### src/rtl/alu_8bit.sv
// 8-bit registered ALU: 20 base operations with status flags and a one-cycle result_ready
// pulse that qualifies each accepted operation.
// Optional build macro ALU_MUL_EN: when defined, opcode 20 is a signed multiply (low
// WIDTH bits of the product). Otherwise opcode 20 is invalid like 21-31.
module alu_8bit #(
  parameter int unsigned WIDTH = 8
) (
  input  logic             clk,
  input  logic             rst,
  input  logic [4:0]       opcode,
  input  logic [WIDTH-1:0] operand_A,
  input  logic [WIDTH-1:0] operand_B,
  input  logic             enable,
  input  logic             input_ready,
  input  logic             carry_in,
  input  logic             borrow_in,
  output logic [WIDTH-1:0] result_out,
  output logic             result_ready,
  output logic             carry_out,
  output logic             borrow_out,
  output logic             zero,
  output logic             negative,
  output logic             overflow
);

  localparam int unsigned Msb = WIDTH - 1;

  typedef enum logic [4:0] {
    OpAdd  = 5'd0,
    OpAdc  = 5'd1,
    OpSub  = 5'd2,
    OpSbb  = 5'd3,
    OpInc  = 5'd4,
    OpDec  = 5'd5,
    OpAnd  = 5'd6,
    OpOr   = 5'd7,
    OpXor  = 5'd8,
    OpNand = 5'd9,
    OpNor  = 5'd10,
    OpXnor = 5'd11,
    OpNot  = 5'd12,
    OpShl  = 5'd13,
    OpShr  = 5'd14,
    OpSar  = 5'd15,
    OpRol  = 5'd16,
    OpRor  = 5'd17,
    OpNeg  = 5'd18,
    OpCmp  = 5'd19,
    OpMul  = 5'd20
  } op_e;

  op_e op;
  assign op = op_e'(opcode);

  // Shared adder/subtractor operands
  logic [WIDTH-1:0] arith_a;
  logic [WIDTH-1:0] arith_b;
  logic             arith_cin;
  logic             arith_is_sub;
  logic             arith_sel;

  // Shared adder/subtractor results
  logic [WIDTH:0]   arith_sum;
  logic [WIDTH-1:0] arith_res;
  logic             arith_carry;
  logic             arith_borrow;
  logic             arith_ovf;

  // Logic unit and shifter results
  logic [WIDTH-1:0] logic_res;
  logic             logic_sel;
  logic [WIDTH-1:0] shift_res;
  logic             shift_cout;
  logic             shift_sel;

  // Multiplier results (tied off when the feature is disabled)
  logic [WIDTH-1:0] mul_res;
  logic             mul_ovf;
  logic             mul_sel;

  // Selected next-state values
  logic             accept;
  logic             write_result;
  logic [WIDTH-1:0] value_d;
  logic             carry_d;
  logic             borrow_d;
  logic             ovf_d;

  // Registered state
  logic [WIDTH-1:0] result_q;
  logic             ready_q;
  logic             carry_q;
  logic             borrow_q;
  logic             zero_q;
  logic             negative_q;
  logic             ovf_q;

  // Operand steering for the shared adder; subtraction is A + ~B + ~borrow
  always_comb begin
    arith_a      = operand_A;
    arith_b      = operand_B;
    arith_cin    = 1'b0;
    arith_is_sub = 1'b0;
    arith_sel    = 1'b1;
    unique case (op)
      OpAdd: ;
      OpAdc: arith_cin = carry_in;
      OpInc: arith_b = WIDTH'(1);
      OpSub, OpCmp: arith_is_sub = 1'b1;
      OpSbb: begin
        arith_is_sub = 1'b1;
        arith_cin    = borrow_in;
      end
      OpDec: begin
        arith_is_sub = 1'b1;
        arith_b      = WIDTH'(1);
      end
      OpNeg: begin
        arith_is_sub = 1'b1;
        arith_a      = '0;
        arith_b      = operand_A;
      end
      default: arith_sel = 1'b0;
    endcase
  end

  // Adder core with unsigned carry/borrow and signed overflow
  always_comb begin
    if (arith_is_sub) begin
      arith_sum = {1'b0, arith_a} + {1'b0, ~arith_b} + {{WIDTH{1'b0}}, ~arith_cin};
    end else begin
      arith_sum = {1'b0, arith_a} + {1'b0, arith_b} + {{WIDTH{1'b0}}, arith_cin};
    end
    arith_res = arith_sum[Msb:0];
    if (arith_is_sub) begin
      // No carry out of A + ~B + ~bin means the true difference went negative
      arith_carry  = 1'b0;
      arith_borrow = ~arith_sum[WIDTH];
      arith_ovf    = (arith_a[Msb] != arith_b[Msb]) && (arith_res[Msb] != arith_a[Msb]);
    end else begin
      arith_carry  = arith_sum[WIDTH];
      arith_borrow = 1'b0;
      arith_ovf    = (arith_a[Msb] == arith_b[Msb]) && (arith_res[Msb] != arith_a[Msb]);
    end
  end

  // Bitwise logic unit
  always_comb begin
    logic_res = '0;
    logic_sel = 1'b1;
    unique case (op)
      OpAnd:   logic_res = operand_A & operand_B;
      OpOr:    logic_res = operand_A | operand_B;
      OpXor:   logic_res = operand_A ^ operand_B;
      OpNand:  logic_res = ~(operand_A & operand_B);
      OpNor:   logic_res = ~(operand_A | operand_B);
      OpXnor:  logic_res = ~(operand_A ^ operand_B);
      OpNot:   logic_res = ~operand_A;
      default: logic_sel = 1'b0;
    endcase
  end

  // Single-bit shifter/rotator; carry reports the bit shifted out
  always_comb begin
    shift_res  = '0;
    shift_cout = 1'b0;
    shift_sel  = 1'b1;
    unique case (op)
      OpShl: begin
        shift_res  = {operand_A[Msb-1:0], 1'b0};
        shift_cout = operand_A[Msb];
      end
      OpShr: begin
        shift_res  = {1'b0, operand_A[Msb:1]};
        shift_cout = operand_A[0];
      end
      OpSar: begin
        shift_res  = {operand_A[Msb], operand_A[Msb:1]};
        shift_cout = operand_A[0];
      end
      OpRol: begin
        shift_res  = {operand_A[Msb-1:0], operand_A[Msb]};
        shift_cout = operand_A[Msb];
      end
      OpRor: begin
        shift_res  = {operand_A[0], operand_A[Msb:1]};
        shift_cout = operand_A[0];
      end
      default: shift_sel = 1'b0;
    endcase
  end

`ifdef ALU_MUL_EN
  logic signed [2*WIDTH-1:0] product;

  // Signed multiply; overflow when the upper half is not a sign extension of the low half
  always_comb begin
    product = $signed(operand_A) * $signed(operand_B);
    mul_res = product[Msb:0];
    mul_ovf = !((&product[2*WIDTH-1:Msb]) || !(|product[2*WIDTH-1:Msb]));
    mul_sel = (op == OpMul);
  end
`else
  // Multiply disabled: opcode 20 decodes as invalid
  always_comb begin
    mul_res = '0;
    mul_ovf = 1'b0;
    mul_sel = 1'b0;
  end
`endif

  // Result/flag selection and acceptance
  always_comb begin
    value_d      = '0;
    carry_d      = 1'b0;
    borrow_d     = 1'b0;
    ovf_d        = 1'b0;
    write_result = 1'b1;
    if (arith_sel) begin
      value_d  = arith_res;
      carry_d  = arith_carry;
      borrow_d = arith_borrow;
      ovf_d    = arith_ovf;
      // CMP updates flags only
      write_result = (op != OpCmp);
    end else if (logic_sel) begin
      value_d = logic_res;
    end else if (shift_sel) begin
      value_d = shift_res;
      carry_d = shift_cout;
    end else if (mul_sel) begin
      value_d = mul_res;
      ovf_d   = mul_ovf;
    end
    accept = enable && input_ready && (arith_sel || logic_sel || shift_sel || mul_sel);
  end

  // Output registers: cleared by reset, updated only on an accepted operation
  always_ff @(posedge clk) begin
    if (rst) begin
      result_q   <= '0;
      ready_q    <= 1'b0;
      carry_q    <= 1'b0;
      borrow_q   <= 1'b0;
      zero_q     <= 1'b0;
      negative_q <= 1'b0;
      ovf_q      <= 1'b0;
    end else begin
      ready_q <= accept;
      if (accept) begin
        if (write_result) begin
          result_q <= value_d;
        end
        carry_q    <= carry_d;
        borrow_q   <= borrow_d;
        zero_q     <= (value_d == '0);
        negative_q <= value_d[Msb];
        ovf_q      <= ovf_d;
      end
    end
  end

  assign result_out   = result_q;
  assign result_ready = ready_q;
  assign carry_out    = carry_q;
  assign borrow_out   = borrow_q;
  assign zero         = zero_q;
  assign negative     = negative_q;
  assign overflow     = ovf_q;

endmodule

### config.mk
export PLATFORM = sky130hd
export DESIGN_NAME = alu_8bit
export DESIGN_NICKNAME = d
export VERILOG_FILES = /design/src/rtl/alu_8bit.sv
export SDC_FILE = /design/constraint.sdc
export NUM_CORES = 1
export LEC_CHECK = 0
export ABC_AREA = 0
export CORE_MARGIN = 5
export CORE_UTILIZATION = 45
export DETAILED_ROUTE_END_ITERATION = 12
export MAX_ROUTING_LAYER = met4
export PLACE_DENSITY = 0.67
export SYNTH_ARGS = -nofsm -noshare
export SYNTH_HDL_FRONTEND = slang
export SYNTH_SLANG_ARGS = --single-unit
### constraint.sdc
create_clock -name clk -period 5.1 [get_ports clk]
set_input_delay 0.51 -clock clk [delete_from_list [all_inputs] [get_ports clk]]
set_output_delay 0.51 -clock clk [all_outputs]
set_load 0.005 [all_outputs]
# Word level (Yosys, flattened, before mapping)
# Cells that the tools add are included.
[op_classes]
n_mux = 23
n_eq_ne = 23
reduce_logical = 16
bitwise = 10
add_sub_neg = 4
[op_table]
columns = ["cell", "count"]
rows = [
  ["$pmux W8 S7", 1],
  ["$eq A5 B4 Y1 const B", 8],
  ["$not A8 Y8", 5],
  ["$pmux W8 S5", 1],
  ["$mux W8", 4],
  ["$eq A5 B3 Y1 const B", 4],
  ["$eq A5 B5 Y1 const B", 4],
  ["$add A8 B8 Y9", 2],
  ["$add A9 B1 Y9", 2],
  ["$pmux W8 S2", 1],
  ["$mux W1", 13],
  ["$eq A5 B2 Y1 const B", 2],
  ["$reduce_or A5 Y1", 2],
  ["$mux W9", 1],
  ["$and A8 B8 Y8", 1],
  ["$logic_not A8 Y1", 1],
  ["$or A8 B8 Y8", 1],
  ["$reduce_or A8 Y1", 1],
  ["$xor A8 B8 Y8", 1],
  ["$reduce_or A7 Y1", 1],
  ["$eq A5 B1 Y1 const B", 1],
  ["$logic_not A5 Y1", 1],
  ["$ne A5 B5 Y1 const B", 1],
  ["$logic_and A1 B1 Y1", 4],
  ["other kinds (8)", 13],
]
[word_totals]
regBits = 14
inputBits = 27

# Longest topological paths before layout
[logic_depth]
depth_word = 11
mapped_depth = 17
ltp_nobuf = 16

# Least setup slack after synthesis
# Ideal clock, no wire load.
[synth_path]
kind = "input -> register"
startpoint = "input opcode[3]"
endpoint = "register ovf_q, in the netlist overflow"
n_path_buf = 2
setup_slack_ps = 1325
required_ps = 5021
stages = 14
arrival_ps = 3696
path_cell_list = "buf_2 -> or3b_1 -> or2_2 -> clkbuf_1 -> o21ai_0 -> ha_1 -> nand3b_1 -> a21oi_1 -> o211a_1 -> o311a_1 -> nor3_2 -> xnor2_1 -> mux2_1 -> a211oi_2"
[synth_via]
elab_chain_cells = 11
word_cells_on_any_way = 49
cone_classes = "4 x add/sub; 22 x eq/ne; 10 x mux; 2 x bitwise; 11 x reduce/logical"
[synth_rtl]
columns = ["item", "line", "rtl"]
rows = [
  ["from (decl)", "10", "input logic [4:0] opcode,"],
  ["$eq A5 B3 Y1", "105", "unique case (op)"],
  ["$reduce_or A2 Y1 (no source line)", "n/a", ""],
  ["$pmux W8 S2", "105", ""],
  ["$not A8 Y8", "130", "arith_sum = {1'b0, arith_a} + {1'b0, ~arith_b} + {{WIDTH{1'b0}}, ~arith_cin};"],
  ["$add A8 B8 Y9", "130", ""],
  ["$add A9 B1 Y9", "130", ""],
  ["$mux W9", "129", "if (arith_is_sub) begin"],
  ["$ne A1 B1 Y1", "139, 143", ""],
  ["$logic_and A1 B1 Y1, on equally long branches", "143, 139", ""],
  ["$mux W1", "135", "if (arith_is_sub) begin"],
  ["$mux W1", "219", "if (arith_sel) begin"],
  ["to (signal assigned)", "258", "ovf_q <= ovf_d;"],
  ["to (decl)", "96", "logic ovf_q;"],
]
# Parallel ways exist; a longest one is shown, timed or not.
# A chain may end at the register's enable or synchronous reset.

# Worst setup path in the final report
[layout_path]
startpoint = "input opcode[4]"
endpoint = "register ovf_q, in the netlist overflow"
# Same word-level chain as after synthesis.

==> impl_results.md <==
- HPWL after DPL: around 6.1 mm
- Layout area overhead: 18.4%
- Top_reg_cell synth: dfxtp_1
- TritonCTS clock tree: done
- Max H-tree Level: 1
- Initial core utilization: 46.2%
- Lkg Pwr: about 0.0012 uW
- Clock network fraction of total power: roughly a fifth
- Root buffer cell: clkbuf_8
- Avg Inst Size Synth: 7.12 sq um
- Outcome: finished clean
- Commonest non-fill, non-tap cell in the layout: nor2_1
- Final Core Density: 54.7%
- Die width: 85.2 um
- Required @ worst endpoint: about 5.3 ns
- Synth async-reset ratio: 0%
- Share of layout cells above drive strength 1: 6.23%
- Gr usage total: roughly 22%
- Cell Int Power: 274 uW
- Remaining DRCs: 0
- Max Root-Sink Buffers: 2
- IO buf count: 40
- CP max FO: 17
- Vias: 2,738
- HP Class: reg -> reg
- Antenna cells: 0
- NetSw: 176 uW
- Slew headroom: a little under two fifths
- Worst skew pair latency: approximately 0.24 ns
- Worst path arrival time: 4.54 ns
- Seq/Total Area, Yosys: 11.0%
- Antenna violations before repair: 0
- Power density over cell area: 150 nW/um^2
- Clock skew: 0 ns
- Clk sink count: 14
- Cell Area, Synth: between 2000 and 3000 sq um
- Vias per inst: 5.99
- Max Clk Rate: 228 MHz
- Hold Vio Cnt, Final: 0
- Max-cap viol count: 0
- Post-CTS Resized: 0
- Core ar.: 5510 sq um
- Largest net degree at the start of global routing: 30
- Chip height: between 80 and 90 um
- Antenna Violating Nets Remaining: 0
- Crit start category: input port
- DRT Wirelength: 7.73 mm
- Worst-Margin Slew: 0.945 ns
- Setup violators final: 0
- Number of global-route vias before repair: 2,539
- Rows: 27
- Final min period: 4.38 ns
- Synth Instances: 357
- Ports: between 40 and 50
- Nets: ~450
- Count of cell types in the netlist: between 60 and 70
- Fin crit share: 85.9%
- Initial DRC Count: 243
- Die area: 7250 sq um
- Worst slack, placed: between 0.4 and 0.5 ns
- Global placer's final weighted congestion: 0.939
- Most frequent cells in the layout: nor2_1 (43), clkdlybuf4s50_1 (40), nand2_1 (32)
- Yosys reg bits: 14
- Critical path class: in -> reg
- Post-CTS setup buffer count: 0
- Synth warn: 0
- Synthesized Nets: 418
- Post-route setup slack: between 0.7 and 0.8 ns
- Cts hold-fix bufs: 0
- Combinational power share: a little over half
- Net Sw Frac: 39.2%
- First-pass GRT wire length: between 10 and 15 mm
- Drt first pass iters: 5
- Clock transition at path regs: around 0.050 ns
- Sequential Power Share: 25.9%
- Setup TNS: 0 ns
- Slew Limit Fails: 0
- DR WL/cell: 16.9 um
- RSZ-0062 raised after global routing: false
- Post-synth EDFFs: 0
- Worst Setup End Kind: flop
- Total grt overflow: 0
- Total CTS buffers: 3
- Peak VDD IR: 0.0848 mV
## kinds of logic (layout without fill, tap and decap cells)
| group | Yosys count | in the layout | share of synthesized area [%] |
|---|---|---|---|
| AOI/OAI and AO/OA | 100 | 100 | 28.0 |
| xor gates and xnor gates | 4 | 4 | 1.38 |
| adders and majority gates | 34 | 34 | 17.9 |
| buffers and inverters | 51 | 79 | 8.56 |
| DFF | 14 | 14 | 11.0 |
| muxes | 10 | 10 | 4.08 |
| and+or+nand+nor | 144 | 144 | 29.0 |
## per-layer routing
metal  global-route usage [%]  up-vias  share of wire (%)  wire length [um]
li1                         -     1345                  -                 -
met1                     29.4     1262                 45              3480
met2                     33.9      119                 46              3540
met3                     3.50       12                7.3               561
met4                     4.75        0                2.0               155
met5                        -        -                  0                 0
## Yosys cell counts (all sizes together), types with 2 or more instances
cell,number,area (sq um)
a21oi,18,97.6
o21bai,3,22.5
nand2,32,120
o311a,2,20.0
clkbuf,8,30.0
dfxtp,14,280
nand4,4,25.0
a211o,2,17.5
o21ai,22,110
nor3b,2,15.0
nor2,45,174
fa,4,80.1
nor2b,8,50.1
nand2b,14,87.6
inv,31,116
a22oi,3,22.5
or2,2,12.5
buf,12,71.3
a211oi,10,80.1
a2111oi,2,17.5
nor3,8,45.0
a21o,2,15.0
a221oi,7,67.6
and2,2,12.5
a22o,2,17.5
ha,30,375
mux2,3,33.8
nor4,2,12.5
o211ai,3,22.5
nand3b,5,37.5
o22ai,5,31.3
or3b,3,26.3
o32ai,2,17.5
o221ai,3,26.3
mux2i,7,70.1
xnor2,3,26.3
a31o,2,17.5
nand3,11,55.1
o22a,2,17.5
## worst max-delay path: stages
cell	delay [ns]
clkdlybuf4s50_1	0.76
or3b_1	0.48
or2_2	0.37
o21ai_0	0.39
inv_1	0.15
ha_1	0.20
o21bai_1	0.17
a221oi_1	0.44
o311a_1	0.28
nor3_2	0.07
xnor2_1	0.15
mux2_1	0.35
a211oi_2	0.21
## state kept, by name (all words and copies together), names as in the netlist
name and flops:
negative 1, borrow_out 1, result_out 8, overflow 1
zero 1, carry_out 1, result_ready 1
## metrics by stage
stage / cell area [sq um] / instances / total power (uW) / hold slack [ns]
2_1_floorplan: 2540 / 357 / 282 / 0.453
3_3_place_gp: 2970 / 454 / 358 / 0.446
3_5_place_dp: 2970 / 454 / 360 / 0.459
4_1_cts: 3010 / 457 / 451 / 0.463
5_1_grt: 3010 / 457 / 485 / 0.490
6_report: 3010 / 457 / 450 / 0.458
## final timing paths
check / startpoint / slack (ns) / depth (start not counted) / endpoint
worst max-delay path: opcode[4] / 0.72 / 13 / overflow
worst min-delay path: borrow_out / 0.46 / 2 / borrow_out
worst max register to register: result_out[3] / 4.34 / 2 / result_out[3]
worst min register to register: borrow_out / 0.46 / 2 / borrow_out
## power by group through the flow
| stage | clock, uW | sequential [uW] | combinational, uW |
|---|---|---|---|
| after floorplan | 0 | 119 | 163 |
| after global placement | 0 | 119 | 239 |
| after detailed placement | 0 | 119 | 241 |
| after CTS | 92.0 | 117 | 242 |
| after global routing | 99.1 | 117 | 269 |
| final | 89.3 | 117 | 244 |
## layout make-up
| class | instances | area (sq um) |
|---|---|---|
| clock buffers | 3 | 41.3 |
| repair buffers | 45 | 438 |
| well taps | 72 | 90.1 |
| inverters | 31 | 116 |
| multi-input cells | 292 | 2040 |
| flip-flops and latches | 14 | 280 |
| fillers | 555 | 2500 |
Power figures use the tool's default switching activity.
